File: src/rtl/usb3_pkt_pkg.sv
// Shared framing definitions for the FX3 slave-FIFO packet path (both directions).
// Header word is {SOF, type, EOF}; state encoding is shared with the write-side decoder.
package usb3_pkt_pkg;

  localparam logic [7:0] HDR_SOF = 8'hFF;
  localparam logic [7:0] HDR_EOF = 8'hAA;

  localparam logic [15:0] T_CA  = 16'h0000;
  localparam logic [15:0] T_2   = 16'h000A;
  localparam logic [15:0] T_5   = 16'h00AA;
  localparam logic [15:0] T_3   = 16'h0AAA;
  localparam logic [15:0] T_4   = 16'hAAAA;
  localparam logic [15:0] T_RST = 16'h0A0A;

  typedef enum logic [2:0] {
    ST_IDLE,
    ST_WAIT_SPACE,
    ST_HEADER,
    ST_PAYLOAD,
    ST_PKTEND,
    ST_GAP
  } state_e;

  function automatic logic [31:0] mk_hdr(input logic [15:0] t);
    return {HDR_SOF, t, HDR_EOF};
  endfunction

endpackage

File: src/rtl/usb3_pkt_tx.sv
// FPGA->host packet transmitter: header + payload words onto the FX3 slave FIFO,
// short packets closed with PKTEND, fixed idle gap after every packet.
module usb3_pkt_tx
  import usb3_pkt_pkg::*;
#(
  parameter int PAYLOAD_WORDS = 256,
  parameter int GAP_CYCLES    = 4
) (
  input  logic        wrclock,
  input  logic        rst,
  input  logic        pkt_req,
  input  logic [15:0] pkt_type,
  input  logic [31:0] data_in,
  input  logic        data_valid,
  input  logic        data_last,
  output logic        data_ready,
  input  logic        USB3_FLAGA,
  input  logic        USB3_FLAGB,
  output logic [31:0] USB3_DQ,
  output logic        USB3_SLWR_N,
  output logic        USB3_PKTEND_N,
  output logic        busy,
  output logic        pkt_done
);

  localparam int WCW = $clog2(PAYLOAD_WORDS + 1);
  localparam int GCW = $clog2(GAP_CYCLES + 1);

  state_e         r_state;
  logic [15:0]    r_type;
  logic [WCW-1:0] r_wcnt;
  logic [GCW-1:0] r_gcnt;
  logic [31:0]    r_dq;
  logic           r_slwr_n;
  logic           r_pktend_n;
  logic           r_data_ready;
  logic           r_busy;
  logic           r_pkt_done;

  logic           w_accept;
  logic [WCW-1:0] w_wcnt_inc;
  logic           w_full;

  assign w_accept   = data_valid & r_data_ready;
  assign w_wcnt_inc = r_wcnt + WCW'(1);
  assign w_full     = (w_wcnt_inc == WCW'(PAYLOAD_WORDS));

  // The state names the word currently on the bus: HEADER while the header is driven,
  // PKTEND while the final write is driven (PKTEND_N then follows one cycle later).
  always_ff @(posedge wrclock) begin
    if (rst) begin
      r_state      <= ST_IDLE;
      r_type       <= '0;
      r_wcnt       <= '0;
      r_gcnt       <= '0;
      r_dq         <= '0;
      r_slwr_n     <= 1'b1;
      r_pktend_n   <= 1'b1;
      r_data_ready <= 1'b0;
      r_busy       <= 1'b0;
      r_pkt_done   <= 1'b0;
    end else begin
      r_pkt_done <= 1'b0;
      r_pktend_n <= 1'b1;
      case (r_state)
        ST_IDLE: begin
          if (pkt_req) begin
            r_type  <= pkt_type;
            r_busy  <= 1'b1;
            r_state <= ST_WAIT_SPACE;
          end
        end
        ST_WAIT_SPACE: begin
          if (USB3_FLAGA && USB3_FLAGB) begin
            r_dq     <= mk_hdr(r_type);
            r_slwr_n <= 1'b0;
            r_wcnt   <= '0;
            if (r_type == T_RST) begin
              r_state <= ST_PKTEND;
            end else begin
              r_data_ready <= 1'b1;
              r_state      <= ST_HEADER;
            end
          end
        end
        ST_HEADER, ST_PAYLOAD: begin
          r_state <= ST_PAYLOAD;
          if (w_accept) begin
            r_dq     <= data_in;
            r_slwr_n <= 1'b0;
            r_wcnt   <= w_wcnt_inc;
            // A full count wins over data_last: the packet is full, no PKTEND.
            if (w_full) begin
              r_data_ready <= 1'b0;
              r_pkt_done   <= 1'b1;
              r_gcnt       <= '0;
              r_state      <= ST_GAP;
            end else if (data_last) begin
              r_data_ready <= 1'b0;
              r_state      <= ST_PKTEND;
            end else begin
              r_data_ready <= USB3_FLAGB;
            end
          end else begin
            r_slwr_n     <= 1'b1;
            r_data_ready <= USB3_FLAGB;
          end
        end
        ST_PKTEND: begin
          r_slwr_n   <= 1'b1;
          r_pktend_n <= 1'b0;
          r_pkt_done <= 1'b1;
          r_gcnt     <= '0;
          r_state    <= ST_GAP;
        end
        ST_GAP: begin
          r_slwr_n <= 1'b1;
          if (r_gcnt == GCW'(GAP_CYCLES - 1)) begin
            r_busy  <= 1'b0;
            r_state <= ST_IDLE;
          end else begin
            r_gcnt <= r_gcnt + GCW'(1);
          end
        end
        default: r_state <= ST_IDLE;
      endcase
    end
  end

  assign USB3_DQ       = r_dq;
  assign USB3_SLWR_N   = r_slwr_n;
  assign USB3_PKTEND_N = r_pktend_n;
  assign data_ready    = r_data_ready;
  assign busy          = r_busy;
  assign pkt_done      = r_pkt_done;

endmodule

File: config.mk
export PLATFORM = sky130hd
export DESIGN_NAME = usb3_pkt_tx
export DESIGN_NICKNAME = d
export VERILOG_FILES = /design/src/rtl/usb3_pkt_pkg.sv /design/src/rtl/usb3_pkt_tx.sv
export SDC_FILE = /design/constraint.sdc
export NUM_CORES = 1
export LEC_CHECK = 0
export CAP_MARGIN = 20
export CORE_MARGIN = 4
export CORE_UTILIZATION = 40
export CTS_CLUSTER_DIAMETER = 120
export DETAILED_ROUTE_END_ITERATION = 8
export PLACE_DENSITY = 0.75
export RECOVER_POWER = 25
export SYNTH_ARGS = -nofsm -noshare
export SYNTH_HDL_FRONTEND = slang
export SYNTH_SLANG_ARGS = --single-unit
export TNS_END_PERCENT = 50
File: constraint.sdc
create_clock -name wrclock -period 2.25 [get_ports wrclock]
set_clock_uncertainty 0.1 [all_clocks]
set_input_delay 0.225 -clock wrclock [delete_from_list [all_inputs] [get_ports wrclock]]
set_output_delay 0.225 -clock wrclock [all_outputs]
set_load 0.01 [all_outputs]
# Word level (Yosys, flattened, before mapping)

Cells that the tools add are included.

Word-level logic and storage cells: 77
Bits in registers: 68
Output and inout port bits: 37
Bits of input ports: 55

Eq/ne operators: 15
Multiplexer cells: 34
Add/subtract/negate cells: 2
Bitwise gates (word level): 1
Reductions and logical operators: 15

Operators by type and width:

| cell                 | count |
|---|---|
| $mux 32              | 2 |
| $pmux 32 s2          | 1 |
| $mux 3               | 10 |
| $mux 9               | 2 |
| $pmux 9 s2           | 1 |
| $eq 16x12->1 const B | 1 |
| $pmux 3 s5           | 1 |
| $ne 2x2->1 const B   | 7 |
| $mux 1               | 12 |
| $reduce_and 3->1     | 4 |
| $add 9x1->9 const B  | 1 |
| $eq 3x2->1 const B   | 3 |
| $eq 9x9->1 const B   | 1 |
| $pmux 3 s3           | 1 |
| $eq 3x3->1 const B   | 2 |
| $pmux 1 s2           | 3 |
| $reduce_bool 3->1    | 2 |
| $reduce_and 2->1     | 2 |
| $reduce_and 4->1     | 1 |
| $reduce_bool 2->1    | 2 |
| $reduce_or 2->1      | 2 |
| $add 3x1->3 const B  | 1 |
| $eq 3x1->1 const B   | 1 |
| $logic_not 3->1      | 1 |
| 3 further kinds      | 3 |

# Depth between registers and ports, before layout

Gate-level depths: netlist of run 1.

Depth after elaboration: 5
Gate-level depth with buffers: 7
Gate-level depth less buffers: 7

# Worst setup path before layout of run 1

OpenSTA, ideal clock, no wires.

Kind: register to register
Start: register r_wcnt[0]
End: register r_gcnt[1]
Required time: 2.034 ns
Cell stages (with the launch flop): 7
Arrival: 1.636 ns
Library setup time: 0.116 ns
Period minus slack after synthesis: 1.851 ns
Slack: 0.399 ns
Cells stage by stage: dfxtp_1 ha_1 and2_1 a21oi_1 o32ai_1 o2111ai_4 a31o_1

Cells in the longest elaborated chain, start to end: 4

Ends and longest elaborated chain:

| what                              | line               | source |
|---|---|---|
| from (decl)                       | usb3_pkt_tx.sv:31  | `logic [WCW-1:0] r_wcnt;` |
| from (signal assigned)            | usb3_pkt_tx.sv:91  | `r_wcnt <= w_wcnt_inc;` |
| $add 9x1->9                       | usb3_pkt_tx.sv:45  | `assign w_wcnt_inc = r_wcnt + WCW'(1);` |
| $eq 9x9->1                        | usb3_pkt_tx.sv:46  | `assign w_full = (w_wcnt_inc == WCW'(PAYLOAD_WORDS));` |
| $ne 2x2->1 (no source line)       | --                 |  |
| $reduce_and 4->1 (no source line) | --                 |  |
| to (signal assigned)              | usb3_pkt_tx.sv:122 | `r_gcnt <= r_gcnt + GCW'(1);` |
| to (decl)                         | usb3_pkt_tx.sv:32  | `logic [GCW-1:0] r_gcnt;` |

Every way passes these cells.
A chain may end at the register's enable or synchronous reset.

# Worst setup path after layout of run 1

Start: register r_wcnt[0]
End: register r_gcnt[2]

The elaborated chain is that of the path after synthesis.

==> impl_summary.log, run 1 <==
INFO  metric synth_top_area_share = 0.431
INFO  metric yosys_most_used_dff = dfxtp_1
INFO  metric io_buffers = 91
INFO  metric die-width = 96.8 um
INFO  metric worst_setup_hold_path_clk_slew = 0.08 ns
INFO  metric clock_root_buffer = clkbuf_8
INFO  metric topRoutingLayerUsed = met4
INFO  metric switching_share = 0.285
INFO  metric hold_slack = 0.288 ns
INFO  metric synth.mux.area_fraction = 0.0103
INFO  metric drt-met1-wl = 3.68 mm
INFO  metric ctsLongestPathBuffers = 2
INFO  metric ys_ff_latch = 68
INFO  metric hpwl = 5.92 mm
INFO  metric via_count_of_the_first_global_routing_pass = 3029
INFO  metric wl_met2 = 3.91 mm
INFO  metric pwr-share-comb = 0.185
INFO  metric core.rowCount = 32
INFO  metric critical_path.max_stage_delay = 0.42 ns
INFO  metric endpoint_kind = register
INFO  metric cts_hold_buffers = 0
INFO  metric groute.usage.overall = 0.178
INFO  metric internal-power = 0.00196 W
INFO  metric synth_compound_area_frac = 0.184
INFO  metric mappedNetlistArea = 0.00316 sq mm
INFO  metric syn_nets = 452
INFO  metric syn2layout_area_growth = 35.9%
INFO  metric synthesis.yosys.warnings = 0
INFO  metric antenna_found_initial = 0
INFO  metric timing.fmax = 489 MHz
INFO  metric synth_top_cells_by_area = dfxtp_1, nand2_1, nor2_1
INFO  metric worstSetupStartpoint = r_wcnt[0]
INFO  metric yosys.area_share.xor_xnor = 0.00515
INFO  metric cell_chain_of_the_critical_path = ha_1 > and2_1 > a21oi_1 > o32ai_1 > o2111ai_4 > a31o_1
INFO  metric floorplan.initialDensity = 0.410
INFO  metric detailroute.via_count = 3055
INFO  metric post-route-period-util = 0.909
INFO  metric sequential_cell_area = 0.00136 sq mm
INFO  metric multi_input_area = 0.00162 sq mm
INFO  metric grt.overflow.total = 0
INFO  metric design.final.nets = 535
INFO  metric number_of_standard_cells_in_the_layout_taps_in_and_fillers_out = 583
INFO  metric cell_taking_the_most_area_after_synthesis = dfxtp_1
INFO  metric timing.hold.worst.start = rst
INFO  metric yosys.cell_count.top_type = nand2_1
INFO  metric n_antenna_cell = 0
INFO  metric synth_top_cells_by_count = nand2_1, dfxtp_1, nor2_1
INFO  metric die_y = 96.8 um
INFO  metric final_max_slew_viol_count = 0
INFO  metric rsz_0062_raised_after_global_routing = false
INFO  metric drt_pass1_iterations = 4
INFO  metric detailroute.wirelength.met3 = 558 um
INFO  metric r2r-start = r_wcnt[0]
INFO  metric routed_wl = 8.27 mm
INFO  metric clock_sink_count = 68
INFO  metric worstSkewPairLatency = 0.33 ns
INFO  metric critical_path_peak_fanout = 8
INFO  metric outcome = completed
INFO  metric drt_iter0_drc = 137
INFO  metric final_instance_area = 0.00429 sq mm
INFO  metric tritoncts = done
INFO  metric routedWlPerCell = 14.2 um
INFO  metric ioPinCount = 92
INFO  metric reported_leakage_power = 1.57 nW
INFO  metric placed_area = 0.00411 sq mm
INFO  metric routability_congestion = 0.827
INFO  metric finalSetupViolations = 0
INFO  metric floorplan.die_area = 0.00937 sq mm
INFO  metric clock_tree.htree_level_count = 3
INFO  metric final-hold-violation-count = 0
INFO  metric post_cts_resized = 0
INFO  metric postSynth.asyncResetShare = 0
INFO  metric largest_family_of_logic_cells_by_synthesized_area = simple AND/OR/NAND/NOR gates
INFO  metric grt_max_degree = 42
INFO  metric p_seq_frac = 0.488
INFO  metric timing.final.crit_period = 2.04 ns
INFO  metric worst_pin_slew = 0.685 ns
INFO  metric tritoncts.num_buffers = 9
INFO  metric vdd_ir_drop_max = 0.415 mV
INFO  metric post_synth_fa_ha_maj_area_fraction = 0.0159
INFO  metric antenna_violating_nets_post_route = 0
INFO  metric post_synth_inst_count = 393
INFO  metric synth_cell_types = 54
INFO  metric drive_gt1_frac = 0.0852
INFO  metric ys_seq_area_frac = 0.431
INFO  metric critical_path.slowest_cell = dfxtp_1
INFO  metric placeableCoreArea = 0.00769 sq mm
INFO  metric setup_total_negative_slack = 0 ns
INFO  metric route.detailed.drc = 0
INFO  metric power.clock.fraction = 0.326
INFO  metric power_per_cell_area = 639 mW/mm^2
INFO  metric criticalPathCategory = register to register
INFO  metric vias_per_cell = 5.24
INFO  metric timing.critical_path.required = 2.38 ns
INFO  metric synth_enable_flop_cells = 0
INFO  metric cts_post_setup_buffers_inserted = 0
INFO  metric worstSetupStartpointType = register
INFO  metric global_route_wire_length_before_repair = 14.1 mm
INFO  metric holdCritPathClass = input port to register
INFO  metric timing.critical_path.arrival = 2.17 ns
INFO  metric post_synth_and_or_nand_nor_area_fraction = 0.297
INFO  metric number_of_fill_cells_in_the_layout = 730
INFO  metric maxCapViolations = 0
INFO  metric switching_power = 0.000782 W
INFO  metric avgSynthCellArea = 8.03 sq um
INFO  metric design_power_total = 0.00274 W
INFO  metric place.detailed.instances = 567
INFO  metric max_slew_margin = 0.543
==> kinds of logic after synthesis <==
logic type      count (synthesis)
compound gates                 83
xor+xnor                        1
fa+ha+maj                       4
buf+inv                        32
flops                          68
mux                             3
simple gates                  202
==> stage by stage <==
stage          setup WS (ns)  utilization
2_1_floorplan          0.399            -
3_3_place_gp           0.253        0.535
6_report               0.205        0.558
5_1_grt               0.0518        0.558
4_1_cts                0.229        0.558
3_5_place_dp           0.215        0.535
==> cell usage in the layout, fill, tap and decap left out, types with 3 or more instances in the layout <==
cell type,n
clkdlybuf4s50_1,66
ha_1,4
clkbuf_8,10
o21ai_0,7
nand2_1,86
clkinvlp_4,4
dfxtp_1,68
a21o_1,3
nor2_1,50
inv_1,4
dlygate4sd3_1,24
nand3_1,10
nand2b_1,4
buf_4,8
a311oi_1,16
nor2b_1,3
nor4b_1,5
a21oi_1,35
nor3_1,27
==> metal layers <==
metal / up-vias / global-route usage
met3: 10 / 0.0598
met2: 87 / 0.288
li1: 1544 / -
met5: - / 0
met1: 1414 / 0.220
met4: 0 / 0.0670
==> area by class of cell <==
| cell class | instances | share of cell area |
|---|---|---|
| inverter | 4 | 0.00350 |
| sequential | 68 | 0.317 |
| timing repair buffer | 100 | 0.230 |
| clock inverter | 6 | 0.00933 |
| multi-input combinational | 293 | 0.378 |
| clock buffer | 10 | 0.0321 |
| tap | 102 | 0.0298 |
==> registers in the layout, indices dropped and copies added (netlist names) <==
name,flops
r_state,3
USB3_PKTEND_N,1
data_ready,1
r_type,16
USB3_SLWR_N,1
USB3_DQ,32
busy,1
pkt_done,1
r_gcnt,3
r_wcnt,9
==> power groups by stage <==
| stage | clock network [W] | logic [W] | registers, W |
|---|---|---|---|
| 3_5_place_dp | 0 | 0.000520 | 0.00137 |
| 5_1_grt | 0.000960 | 0.000563 | 0.00135 |
| 4_1_cts | 0.000905 | 0.000522 | 0.00134 |
| 3_3_place_gp | 0 | 0.000514 | 0.00136 |
| 2_1_floorplan | 0 | 0.000270 | 0.00137 |
| 6_report | 0.000895 | 0.000508 | 0.00134 |
==> critical path, delay by kind of cell, from the launching register on <==
family                   cells  cell delay, ns
AO/OA/AOI/OAI                4            0.98
flip-flops                   1            0.42
adder cells (fa/ha/maj)      1            0.29
AND/OR/NAND/NOR              1            0.16
==> final timing paths <==
check / to / slack (ns) / cells after the start
worst min register to register: USB3_DQ[0] / 0.36 / 2
worst max register to register: r_gcnt[2] / 0.21 / 6
worst max-delay path: r_gcnt[2] / 0.21 / 6
worst min-delay path: r_wcnt[5] / 0.29 / 2
(Power assumes the default switching activity.)
==> run 2, diff against run 1 <==
Settings changed: SKIP_LAST_GASP set to 1.
==> results of run 2 <==
The final DEF is identical to that of run 1; final timing and power are the same.
